`src/rtl/cmp_mag_seq.sv`:
```
// Multi-cycle W-bit magnitude comparator scanning CHUNK bits per cycle from the MSB,
// stopping at the first differing chunk. Signed operands are enabled by CMP_MAG_SEQ_SIGNED_EN.
module cmp_mag_seq #(
    parameter int W     = 32,
    parameter int CHUNK = 8
) (
    input  logic         clk,
    input  logic         rst,
    input  logic         in_valid,
    output logic         in_ready,
    input  logic [W-1:0] a,
    input  logic [W-1:0] b,
    input  logic [1:0]   op,
    input  logic         signed_mode,
    output logic         out_valid,
    input  logic         out_ready,
    output logic         result,
    output logic         gt,
    output logic         eq
);

    localparam int NCH  = W / CHUNK;
    localparam int IDXW = (NCH > 1) ? $clog2(NCH) : 1;
    localparam logic [IDXW-1:0] LAST_IDX = IDXW'(NCH - 1);

    generate
        if ((CHUNK < 1) || (CHUNK > W) || ((W % CHUNK) != 0)) begin : g_bad_cfg
            $error("cmp_mag_seq: CHUNK must divide W and satisfy 1 <= CHUNK <= W");
        end
    endgenerate

    typedef enum logic [1:0] {
        ST_IDLE = 2'd0,
        ST_SCAN = 2'd1,
        ST_DONE = 2'd2
    } state_t;

    state_t          state_q, state_d;
    logic [W-1:0]    a_q, a_d, b_q, b_d;
    logic [1:0]      op_q, op_d;
    logic [IDXW-1:0] idx_q, idx_d;
    logic            gt_q, gt_d, eq_q, eq_d, result_q, result_d;

    logic [W-1:0]     a_cmp, b_cmp;
    logic [CHUNK-1:0] a_ch [NCH];
    logic [CHUNK-1:0] b_ch [NCH];
    logic [CHUNK-1:0] a_cur, b_cur;

    function automatic logic op_result(input logic [1:0] sel, input logic g, input logic e);
        logic r;
        case (sel)
            2'b00:   r = g | e;
            2'b01:   r = g;
            2'b10:   r = e;
            2'b11:   r = ~g;
            default: r = 1'b0;
        endcase
        return r;
    endfunction

`ifdef CMP_MAG_SEQ_SIGNED_EN
    localparam logic [W-1:0] MSB_MASK = W'(1) << (W - 1);
    logic sm_q, sm_d;

    // Flipping both sign bits maps two's-complement order onto unsigned order.
    always_comb begin
        if (sm_q) begin
            a_cmp = a_q ^ MSB_MASK;
            b_cmp = b_q ^ MSB_MASK;
        end else begin
            a_cmp = a_q;
            b_cmp = b_q;
        end
    end
`else
    logic unused_signed_mode;
    assign unused_signed_mode = signed_mode;

    // Unsigned-only build: operands are compared as latched.
    always_comb begin
        a_cmp = a_q;
        b_cmp = b_q;
    end
`endif

    for (genvar i = 0; i < NCH; i++) begin : g_chunk
        assign a_ch[i] = a_cmp[W-1-i*CHUNK -: CHUNK];
        assign b_ch[i] = b_cmp[W-1-i*CHUNK -: CHUNK];
    end

    assign a_cur = a_ch[idx_q];
    assign b_cur = b_ch[idx_q];

    // Next-state, operand capture and result computation.
    always_comb begin
        state_d  = state_q;
        a_d      = a_q;
        b_d      = b_q;
        op_d     = op_q;
        idx_d    = idx_q;
        gt_d     = gt_q;
        eq_d     = eq_q;
        result_d = result_q;
`ifdef CMP_MAG_SEQ_SIGNED_EN
        sm_d     = sm_q;
`endif
        case (state_q)
            ST_IDLE: begin
                if (in_valid) begin
                    a_d     = a;
                    b_d     = b;
                    op_d    = op;
`ifdef CMP_MAG_SEQ_SIGNED_EN
                    sm_d    = signed_mode;
`endif
                    idx_d   = '0;
                    state_d = ST_SCAN;
                end else begin
                    state_d = ST_IDLE;
                end
            end
            ST_SCAN: begin
                if (a_cur != b_cur) begin
                    gt_d     = (a_cur > b_cur);
                    eq_d     = 1'b0;
                    result_d = op_result(op_q, a_cur > b_cur, 1'b0);
                    state_d  = ST_DONE;
                end else if (idx_q == LAST_IDX) begin
                    gt_d     = 1'b0;
                    eq_d     = 1'b1;
                    result_d = op_result(op_q, 1'b0, 1'b1);
                    state_d  = ST_DONE;
                end else begin
                    idx_d    = idx_q + IDXW'(1);
                end
            end
            ST_DONE: begin
                if (out_ready) begin
                    state_d = ST_IDLE;
                end else begin
                    state_d = ST_DONE;
                end
            end
            default: begin
                state_d = ST_IDLE;
            end
        endcase
    end

    // State and datapath registers.
    always_ff @(posedge clk or posedge rst) begin
        if (rst) begin
            state_q  <= ST_IDLE;
            a_q      <= '0;
            b_q      <= '0;
            op_q     <= 2'b00;
            idx_q    <= '0;
            gt_q     <= 1'b0;
            eq_q     <= 1'b0;
            result_q <= 1'b0;
`ifdef CMP_MAG_SEQ_SIGNED_EN
            sm_q     <= 1'b0;
`endif
        end else begin
            state_q  <= state_d;
            a_q      <= a_d;
            b_q      <= b_d;
            op_q     <= op_d;
            idx_q    <= idx_d;
            gt_q     <= gt_d;
            eq_q     <= eq_d;
            result_q <= result_d;
`ifdef CMP_MAG_SEQ_SIGNED_EN
            sm_q     <= sm_d;
`endif
        end
    end

    assign in_ready  = (state_q == ST_IDLE);
    assign out_valid = (state_q == ST_DONE);
    assign result    = result_q;
    assign gt        = gt_q;
    assign eq        = eq_q;

endmodule
```
`config.mk`:
```
export PLATFORM = sky130hd
export DESIGN_NAME = cmp_mag_seq
export DESIGN_NICKNAME = d
export VERILOG_FILES = /design/src/rtl/cmp_mag_seq.sv
export SDC_FILE = /design/constraint.sdc
export NUM_CORES = 1
export LEC_CHECK = 0
export ABC_CLOCK_PERIOD_IN_PS = 3500
export BUFFER_PORTS_ARGS = -buffer_cell sky130_fd_sc_hd__buf_2
export CORE_AREA = 8 8 88 90
export CTS_CLUSTER_SIZE = 20
export DETAILED_ROUTE_END_ITERATION = 10
export DIE_AREA = 0 0 96 98
export PLACE_DENSITY = 0.91
export SLEW_MARGIN = 25
export SYNTH_ARGS = -nofsm -noshare
export SYNTH_HDL_FRONTEND = slang
export SYNTH_SLANG_ARGS = --single-unit
```
`constraint.sdc`:
```
create_clock -name clk -period 3.5 [get_ports clk]
set_input_delay 0.35 -clock clk [delete_from_list [all_inputs] [get_ports clk]]
set_output_delay 0.35 -clock clk [all_outputs]
set_load 0.01 [all_outputs]
```
==> Yosys cells after proc, flatten, opt, wreduce, memory -nomap -nowiden <==
Cells that the tools add are included.
{ "totals": {"reg_bits": 73, "inputBits": 71, "output_inout_bits": 5} }
{ "op_classes": {"add_sub_neg": 1, "order_cmp": 2, "eq_ne": 11, "mux": 23, "n_bitwise": 2, "reduce_logical": 9} }
{ "ops": {"columns": ["op", "count"], "rows": [
  ["binary-select mux 8 bit (select 2 bit)", 2],
  ["2-to-1 mux 8 bit", 4],
  ["2-to-1 mux 2 bit", 6],
  ["== test 2 bit, second input constant", 4],
  ["> comparator 8 bit", 1],
  ["!= test 8 bit", 1],
  ["2-to-1 mux 1 bit", 7],
  ["!= test 2 bit, second input constant", 3],
  ["one-hot mux 2 bit (3 select lines)", 1],
  ["== test 2 x 1 -> 1 bit, second input constant", 2],
  ["logical NOT 2 bit", 2],
  ["one-hot mux 2 bit (2 select lines)", 1],
  ["AND reduction 2 bit", 2],
  ["AND reduction 4 bit", 1],
  ["nonzero test 2 bit", 2],
  [">= comparator 3 bit, second input constant", 1],
  ["!= test 3 bit, second input constant", 1],
  ["inverter 2 -> 3 bit", 1],
  ["one-hot mux 1 bit (3 select lines)", 1],
  ["OR reduction 3 bit", 1],
  ["adder 2 x 1 -> 2 bit, second input constant", 1],
  ["one-hot mux 1 bit (2 select lines)", 1],
  ["OR reduction 2 bit", 1],
  ["inverter 1 bit", 1]
]} }

==> Depth between registers and ports, before layout <==
Gate-level depths: netlist of run 1.
{ "depth": {"depth_word": 8, "ltp_mapped": 10} }

==> Worst setup path before layout of run 1 <==
OpenSTA, ideal clock, no wires.
{ "synth_timing": {"kind": "register -> register", "startpoint": "register idx_q[0]", "endpoint": "register result_q (netlist: result)", "t_arrival_ps": 2794, "setup_slack_ps": 571, "stages_incl_launch_ff": 10, "path_buffers": 2, "synth_period_minus_slack_ps": 2929, "path_cell_list": "dfrtp_1 buf_2 buf_2 mux4_2 ha_1 nand4_1 or2_4 mux2_4 a2111oi_1 nor3_1"} }
{ "synth_via": {"elab_chain_len": 8} }
{ "synth_rtl": {"columns": ["element", "line_no", "rtl"], "rows": [
  ["start: declaration", "41", "logic [IDXW-1:0] idx_q, idx_d;"],
  ["start signal: assignment", "169", "idx_q <= idx_d;"],
  ["inverter 2 -> 3 bit (implied by the code)", "91, 92", null],
  ["binary-select mux 8 bit (select 2 bit) (on tied branches)", "91, 92", null],
  ["2-to-1 mux 8 bit (on tied branches) (2 in series)", "91, 92", null],
  ["> comparator 8 bit", "126", "result_d = op_result(op_q, a_cur > b_cur, 1'b0);"],
  ["inverter 1 bit", "55", "2'b11: r = ~g;"],
  ["one-hot mux 1 bit (3 select lines)", "51", "case (sel)"],
  ["2-to-1 mux 1 bit", "123", "if (a_cur != b_cur) begin"],
  ["end signal: assignment", "172", "result_q <= result_d;"],
  ["end: declaration", "42", "logic gt_q, gt_d, eq_q, eq_d, result_q, result_d;"]
]} }
Parallel ways exist; a longest one is shown, timed or not. The select of a mux whose other input is x is not followed.
A chain may end at the register's enable or synchronous reset.

==> Worst setup path after layout of run 1 <==
Ends and elaborated chain as after synthesis.

==> run metrics, run 1 <==
vias per cell=5.28; Peak Freq=346 MHz; most frequent cells in the layout=nand2_1 (91), buf_2 (74), dfrtp_1 (73), mux2_2 (31), mux4_2 (16); Reg2Reg Setup Slack=0.61 ns; Filler Cell Count=512; DRT iter0 DRCs=128; Util after Layout=62.3%; initial antenna violation count=1; Setup crit start kind=register; VDD IR-drop max=0.000436 V; global route overflow=0; cell taking the most area after synthesis=dfrtp_1; gr usage total=17.2%; layout cell share with drive strength beyond 1=40.1%; Post-DRT Antenna Nets=0; DR pass1 iterations=4; fin area=4050 um2; Avg WL per Cell=16.6 um; Final Hold Viols=0; DP Area=3820 um2; syn nets=364; Seq pwr share=44.0%; Crit Path Category=register to register; Critical Path End Type=register; number of global-route vias before repair=2,647; most common cell after layout, fill and taps aside=nand2_1; worst min path class=input pin to async pin; IO buf count=74; RSZ-0062 raised after global routing=no; Die Span Y=98 um; Hold Buf Count CTS=0; H-tree depth=3; Power Total=3320 uW; Leak Pwr=0.00198 uW; Power per Cell Area=821 nW/um2; GP Congestion=0.862; period utilisation layout=82.7%; Layout area overhead=20.1%; CTS Buf Count=9; Synth Cell Area=3370 um2; fin cells=445; status=completed; worst-case reg-to-reg path depth=8; clock sink total=73; CTS Root Cell=clkbuf_8; Post-route DRC=0; #FFs+latches synth=73; Final Skew=0.00322 ns; Post-Synthesis Cells=284; Worst-Margin Slew=0.942 ns; DP HPWL=5.37 mm; CTS clk-pin slew, worst paths=0.08 ns; Comb pwr share=33.9%; number of synthesis warnings=0; drt total wl=7.39 mm; Placeable Area=6490 um2; asr flop ratio synth=100%; Clk pwr share=22.1%; Worst slew margin=37.0%; Max Cap Violations=0; Initial Utilization=51.8%; top-area cell type share of the netlist area=54.3%; # Post-CTS Setup Buffers=0; critical path required time=3.73 ns; total net switching power=1080 uW; Final Setup Violations=0; vias after detailed routing=2,351; Resize count post-CTS=0; sw frac=32.6%; first-pass GRT wire length=12.4 mm; critical path peak fanout=16; io pins=76; Die W=96 um; final net count=439; Mean Syn Cell Area=11.9 um2; Slew Limit Fails=0; post-placement cell count=428; setup TNS=0 ns; Final min period=2.89 ns; arrival time worst endpoint=3.12 ns; internal power=2240 uW; register area share after synthesis=54.3%; Longest Clk Path Bufs=2; CTS tree=yes; number of flops mapped to enable cells by yosys=0; pin count of the biggest net entering global routing=51; Die ar.=9410 um2; synth unique cells=26; FP Rows=30; ys flop type=dfrtp_1; Synth area leaders=dfrtp_1 (54%), mux4_2 (11%), mux2_2 (10%), nand2_1 (10%), ha_1 (3.3%); Worst-Skew Late Latency=0.35 ns
==> cell families after synthesis <==
family                     synth area share, %
AOI/OAI and AO/OA                         2.45
adders and majority gates                 3.34
buffers and inverters                     3.34
DFF                                       54.3
muxes                                     23.8
and+or+nand+nor                           12.8
==> critical path: stages (launching register included) <==
cell	delay [ns]
dfrtp_1	0.46
buf_12	0.22
mux4_2	0.52
ha_1	0.34
nand4_1	0.17
or2_4	0.29
mux2_4	0.30
a2111oi_1	0.36
nor3_1	0.10
==> final timing paths <==
path	startpoint	end
max	idx_q[0]	result
min	rst	a_ch[27]
max reg2reg	idx_q[0]	result
min reg2reg	gt	gt
max in group asynchronous	rst	b_ch[26]
min in group clk	out_ready	state_q[1]
==> power by group through the flow <==
stage	clock [uW]	sequential (uW)	combinational, uW
floorplan	0	1400	886
global placement	0	1430	1060
detailed placement	0	1470	1120
CTS	740	1460	1140
global route	780	1510	1280
finish	732	1460	1130
==> synthesized netlist by cell type, types with 3 or more instances <==
master and count:
nand2_1 91, inv_1 12, mux2_2 31, a21oi_1 5
ha_1 9, dfrtp_1 73, buf_2 9, mux2_1 6
mux4_2 16, nor2b_1 3, clkbuf_1 6, o21ai_0 4
==> layout make-up <==
| class | instances | area [um2] | area share [%] |
|---|---|---|---|
| repair buffers | 79 | 420 | 10.4 |
| inverters | 12 | 46.3 | 1.14 |
| flip-flops and latches | 73 | 1830 | 45.2 |
| diodes | 1 | 2.50 | 0.0619 |
| well taps | 80 | 100 | 2.47 |
| clock inverters | 7 | 95.1 | 2.35 |
| clock buffers | 9 | 124 | 3.06 |
| multi-input cells | 184 | 1430 | 35.4 |
==> per-layer routing <==
metal / part of all wire (%) / GRT usage [%] / wire [um]
met1: 39 / 19.2 / 2890
met2: 54 / 28.7 / 4010
met3: 3.7 / 4.68 / 276
met4: 2.9 / 8.99 / 212
met5: 0 / 0 / 0
==> per-stage QoR <==
stage	hold slack (ns)	setup WS, ns
6_report	0.126	0.606
5_1_grt	0.164	0.461
4_1_cts	0.155	0.610
3_5_place_dp	0.453	0.629
3_3_place_gp	0.448	0.671
2_1_floorplan	0.440	0.571
==> sequential cells by signal, indices dropped and copies added (netlist names) <==
signal / count
a_ch: 32
b_ch: 32
eq: 1
gt: 1
idx_q: 2
op_q: 2
result: 1
state_q: 2
(Power assumes the default switching activity.)
==> run 2, diff against run 1 <==
--- a/config.mk
+++ b/config.mk
@@ -5,12 +5,13 @@
 export SDC_FILE = /design/constraint.sdc
 export NUM_CORES = 1
 export LEC_CHECK = 0
-export ABC_CLOCK_PERIOD_IN_PS = 3500
+export ABC_AREA = 1
+export ABC_CLOCK_PERIOD_IN_PS = 2800
 export BUFFER_PORTS_ARGS = -buffer_cell sky130_fd_sc_hd__buf_2
-export CORE_AREA = 8 8 88 90
+export CORE_AREA = 8 8 91 93
 export CTS_CLUSTER_SIZE = 20
 export DETAILED_ROUTE_END_ITERATION = 10
-export DIE_AREA = 0 0 96 98
+export DIE_AREA = 0 0 99 101
 export PLACE_DENSITY = 0.91
 export SLEW_MARGIN = 25
 export SYNTH_ARGS = -nofsm -noshare
==> constraint.sdc (replaced) <==
create_clock -name clk -period 2.8 [get_ports clk]
set_input_delay 0.28 -clock clk [delete_from_list [all_inputs] [get_ports clk]]
set_output_delay 0.28 -clock clk [all_outputs]
set_load 0.01 [all_outputs]
==> run 2 against run 1 <==
Utilization increased by 0.17 points. Sequential share of layout area decreased by 3.0 points. Clock skew increased by 0.0062 ns. Largest cell class unchanged.
==> run metrics, run 2 <==
Reg2Reg Capture Point=idx_q[0]; Worst-Margin Slew=0.591 ns; Util after Layout=62.5%; Worst-Skew Late Latency=0.35 ns; critical path required time=3.04 ns; FP Rows=31; CP Cell Sequence=inv_1 -> buf_4 -> nand2_1 -> a32o_1 -> ha_1 -> nand2_1 -> nor2_1 -> nand2_1 -> nor2_4 -> nor2_2 -> inv_2 -> nand2_1 -> inv_2 -> o21ai_2; cell taking the most area after synthesis=dfrtp_1; Final Skew=0.00945 ns; register area share after synthesis=49.4%; Mean Syn Cell Area=12.0 um2; VDD IR-drop max=0.000466 V; CTS Buf Count=9; drt total wl=8.30 mm; period utilisation layout=85.3%; io pins=76; layout cell share with drive strength beyond 1=43.8%; number of synthesis warnings=0; Power per Cell Area=1080 nW/um2; Die Span Y=101 um; Worst R2R Start=idx_q[0]; first-pass GRT wire length=13.8 mm; Buf/Inv on CP=4; arrival time worst endpoint=2.63 ns; vias per cell=5.39; Critical Path End Type=register; number of flops mapped to enable cells by yosys=0; setup TNS=0 ns; Post-route DRC=0; Resize count post-CTS=0; Worst slew margin=60.6%; #FFs+latches synth=73; Placeable Area=6940 um2; Final Setup Violations=0; Synth area leaders=dfrtp_1 (49%), mux2_4 (26%), nand2_1 (4.1%), o21ai_0 (3.1%), ha_1 (3.0%); Max Cap Violations=0; Synth Cell Area=3700 um2; Synth top cells by count=dfrtp_1 (73), mux2_4 (63), nand2_1 (40); critical path peak fanout=19; CTS clk-pin slew, worst paths=0.08 ns; most common cell after layout, fill and taps aside=buf_2; Die ar.=10000 um2; initial antenna violation count=0; CTS Root Cell=clkbuf_8; delay-heaviest family, CP=simple AND/OR/NAND/NOR gates; Avg WL per Cell=17.6 um; RSZ-0062 raised after global routing=no; DRT iter0 DRCs=123; worst min path class=input pin to register; Final Worst Setup Slack=0.411 ns; most frequent cells in the layout=buf_2 (74), dfrtp_1 (73), mux2_4 (63), nand2_1 (40), nor2_1 (28); Final Hold Viols=0; Post-Synthesis Cells=307; pre-CTS setup slack=0.427 ns; Filler Cell Count=538; register area=1830 um2; area of the multi-input gates=1700 um2; Post-DRT Antenna Nets=0; vias after detailed routing=2,544; Critical Path Stages=14; Peak Freq=419 MHz; CP max-delay cell=dfrtp_1; GP Congestion=0.759; global route overflow=0; asr flop ratio synth=100%; syn nets=387; top-count cell post-synth=dfrtp_1; Crit Path Category=register to register; crit-path most repeated cell=nand2_1; DR pass1 iterations=4; synth unique cells=21; final net count=465; gr usage total=17.8%; Reg2Reg Setup Slack=0.41 ns; Die W=99 um; diode count=0; CP peak stage delay=0.40 ns; Layout area overhead=17.3%; Setup crit start kind=register; Longest Clk Path Bufs=2; worst-case reg-to-reg path depth=14; ys flop type=dfrtp_1; DP HPWL=5.98 mm; Worst setup startpoint=idx_q[0]; IO buf count=74; H-tree depth=3; Slew Limit Fails=0; status=completed; number of global-route vias before repair=2,819; Setup crit end=idx_q[0]; Initial Utilization=53.3%; clock sink total=73; pin count of the biggest net entering global routing=41; Leak Pwr=0.00228 uW; top-area cell type share of the netlist area=49.4%; CTS tree=yes; Final min period=2.39 ns
## run 2: cell types whose count changed after synthesis, moves of 8 or more
cell,delta
o22ai_1,+8
mux2_4,+62
mux2_2,-31
nand2_1,-51
nor2_1,+26
o21ai_0,+19
a21oi_1,+8
mux4_2,-16
## run 2: cell families after synthesis
| logic type | count (synthesis) | synth area share (%) |
|---|---|---|
| adder cells (fa/ha/maj) | 9 | 3.05 |
| buffers and inverters | 31 | 4.67 |
| AO/OA/AOI/OAI | 54 | 8.73 |
| multiplexers | 63 | 25.6 |
| flip-flops | 73 | 49.4 |
| AND/OR/NAND/NOR | 77 | 8.56 |
## run 2: per-layer routing
layer  track usage, %  part of all wire [%]  wire (um)  vias up
met2             29.3                    49       4090       73
li1                 -                     -          -     1215
met1             21.1                    43       3540     1235
met4             9.09                   2.8        229        0
met5                0                     0          0        -
met3             4.70                   5.3        440       21
## run 2: through the flow
| stage | std cells | area, um2 | hold WS (ns) | power (uW) |
|---|---|---|---|---|
| after CTS | 472 | 4340 | 0.0854 | 4690 |
| after global routing | 472 | 4340 | 0.0956 | 4980 |
| after detailed placement | 455 | 4130 | 0.264 | 3830 |
| after floorplan | 307 | 3700 | 0.366 | 3430 |
| after global placement | 455 | 4130 | 0.254 | 3730 |
| final | 472 | 4340 | 0.0904 | 4660 |
## run 2: what timing repair did
action / in CTS / in global routing
setup buffers: 0 / 0
hold endpoints to repair: 14 / 0
hold buffers: 1 / 0
## run 2: area by class of cell
| cell class | count | area share, % |
|---|---|---|
| clock inverter | 5 | 1.27 |
| tap | 82 | 2.37 |
| clock buffer | 11 | 3.26 |
| multi-input combinational | 203 | 39.2 |
| sequential | 73 | 42.1 |
| timing repair buffer | 84 | 10.6 |
| inverter | 14 | 1.21 |
## run 2: worst min path at each step
stage               from         end  slack (ns)  cells past startpoint
2_1_floorplan  out_ready  state_q[1]        0.37                      1
3_3_place_gp         rst  state_q[1]        0.25                      2
3_5_place_dp         rst  state_q[1]        0.26                      2
4_1_cts        out_ready  state_q[1]        0.09                      2
5_1_grt        out_ready  state_q[1]         0.1                      2
6_report       out_ready  state_q[1]        0.09                      2
## run 2: power breakdown
| part | switching (uW) | internal, uW | leakage (uW) | total (uW) |
|---|---|---|---|---|
| logic | 806 | 1140 | 0.00132 | 1940 |
| registers | 315 | 1580 | 0.000865 | 1890 |
| clock network | 394 | 433 | 0.0000953 | 827 |
==> run 3, diff against run 2 <==
--- a/config.mk
+++ b/config.mk
@@ -13,6 +13,7 @@
 export DETAILED_ROUTE_END_ITERATION = 10
 export DIE_AREA = 0 0 99 101
 export PLACE_DENSITY = 0.91
+export REMOVE_ABC_BUFFERS = 1
 export SLEW_MARGIN = 25
 export SYNTH_ARGS = -nofsm -noshare
 export SYNTH_HDL_FRONTEND = slang
==> run 3 against run 2 <==
Worst hold slack lost 0.036 ns. Register-to-register slack lost 0.09 ns. Largest power group unchanged. Final cell count shrank 0.64%. Critical path depth is the same.
==> run metrics, run 3 (synthesis gave the netlist of run 2 again) <==
worst min path class=input pin to async pin; number of global-route vias before repair=2,885; critical path required time=3.02 ns; Hold Buf Count CTS=0; first-pass GRT wire length=13.7 mm; Worst slew margin=49.3%; Layout area overhead=17.8%; arrival time worst endpoint=2.71 ns; initial antenna violation count=0; Final Setup Violations=0; most common cell after layout, fill and taps aside=buf_2; Final Worst Setup Slack=0.317 ns; DRT iter0 DRCs=62; Filler Cell Count=567; Reg2Reg Setup Slack=0.32 ns; Util after Layout=62.7%; DP HPWL=5.71 mm; # Post-CTS Setup Buffers=0; pin count of the biggest net entering global routing=71; drt total wl=7.99 mm; Resize count post-CTS=0; Reg2Reg Capture Point=idx_q[1]; RSZ-0062 raised after global routing=no; CTS clk-pin slew, worst paths=0.08 ns; Post-route DRC=0; Worst-Skew Late Latency=0.35 ns; Power per Cell Area=1090 nW/um2; worst-case reg-to-reg path depth=14; Worst R2R Start=idx_q[0]; Peak Freq=403 MHz; Longest Clk Path Bufs=2; most frequent cells in the layout=buf_2 (74), dfrtp_1 (73), mux2_4 (63), nand2_1 (40), nor2_1 (28); Post-DRT Antenna Nets=0; final net count=462; Setup crit start kind=register; Critical Path End Type=register; CTS tree=yes; Crit Path Category=register to register; layout cell share with drive strength beyond 1=43.9%; CTS Buf Count=9; FP Rows=31; CTS Root Cell=clkbuf_8; clock sink total=73; vias per cell=5.38; fin cells=469; IO buf count=74; DR pass1 iterations=4; Slew Limit Fails=0; Die ar.=10000 um2; VDD IR-drop max=0.000479 V; post-placement cell count=453; Worst-Margin Slew=0.760 ns; Final Skew=0.0109 ns; Max Cap Violations=0; H-tree depth=3; DP Area=4130 um2; GP Congestion=0.781; Final min period=2.48 ns; pre-CTS setup slack=0.337 ns; global route overflow=0; period utilisation layout=88.7%; Initial Utilization=53.3%; Die Span Y=101 um; Avg WL per Cell=17.0 um; setup TNS=0 ns; Die W=99 um; fin area=4360 um2; gr usage total=17.4%; Leak Pwr=0.00229 uW; Final Hold Viols=0; critical path peak fanout=13; diode count=0; vias after detailed routing=2,523; io pins=76; status=completed; Placeable Area=6940 um2
-- run 3: metal layers --
| layer | share of wire, % | global-route usage, % |
|---|---|---|
| met5 | 0 | 0 |
| met2 | 52 | 30.5 |
| met1 | 42 | 19.7 |
| met3 | 4.2 | 4.42 |
| met4 | 1.8 | 7.56 |
-- run 3: report_power, final --
group	total, uW	switching [uW]	internal [uW]
Clock	936	388	547
Sequential	1890	311	1580
Combinational	1930	792	1140
Total	4750	1490	3260
-- run 3: per-stage QoR --
stage | total power (uW) | hold WS [ns]
after global placement | 3710 | 0.445
after floorplan | 3380 | 0.366
after CTS | 4790 | 0.0810
after global routing | 5090 | 0.0849
after detailed placement | 3830 | 0.459
final | 4750 | 0.0547
-- run 3: layout make-up --
| type | count | area [um2] | area share (%) |
|---|---|---|---|
| Clock buffer | 11 | 151 | 3.48 |
| Tap cell | 82 | 103 | 2.35 |
| Sequential cell | 73 | 1830 | 41.9 |
| Timing Repair Buffer | 81 | 448 | 10.3 |
| Inverter | 14 | 52.6 | 1.21 |
| Multi-Input combinational cell | 203 | 1700 | 39.0 |
| Clock inverter | 5 | 77.6 | 1.78 |
-- run 3: critical path, cell delays in order (launching register included) --
cell,delay [ns]
dfrtp_1,0.38
inv_1,0.25
buf_4,0.27
nand2_1,0.07
a32o_1,0.22
ha_1,0.31
nand2_1,0.08
nor2_1,0.12
nand2_1,0.17
nor2_4,0.15
nor2_2,0.05
inv_2,0.08
nand2_1,0.07
inv_2,0.08
o21ai_2,0.05
-- run 3: worst max path at each step --
stage / startpoint / to / slack, ns
6_report: idx_q[0] / idx_q[1] / 0.32
5_1_grt: idx_q[0] / idx_q[1] / 0.1
4_1_cts: idx_q[0] / idx_q[1] / 0.30
3_5_place_dp: idx_q[0] / idx_q[1] / 0.34
3_3_place_gp: idx_q[0] / idx_q[1] / 0.37
2_1_floorplan: idx_q[0] / idx_q[0] / 0.007
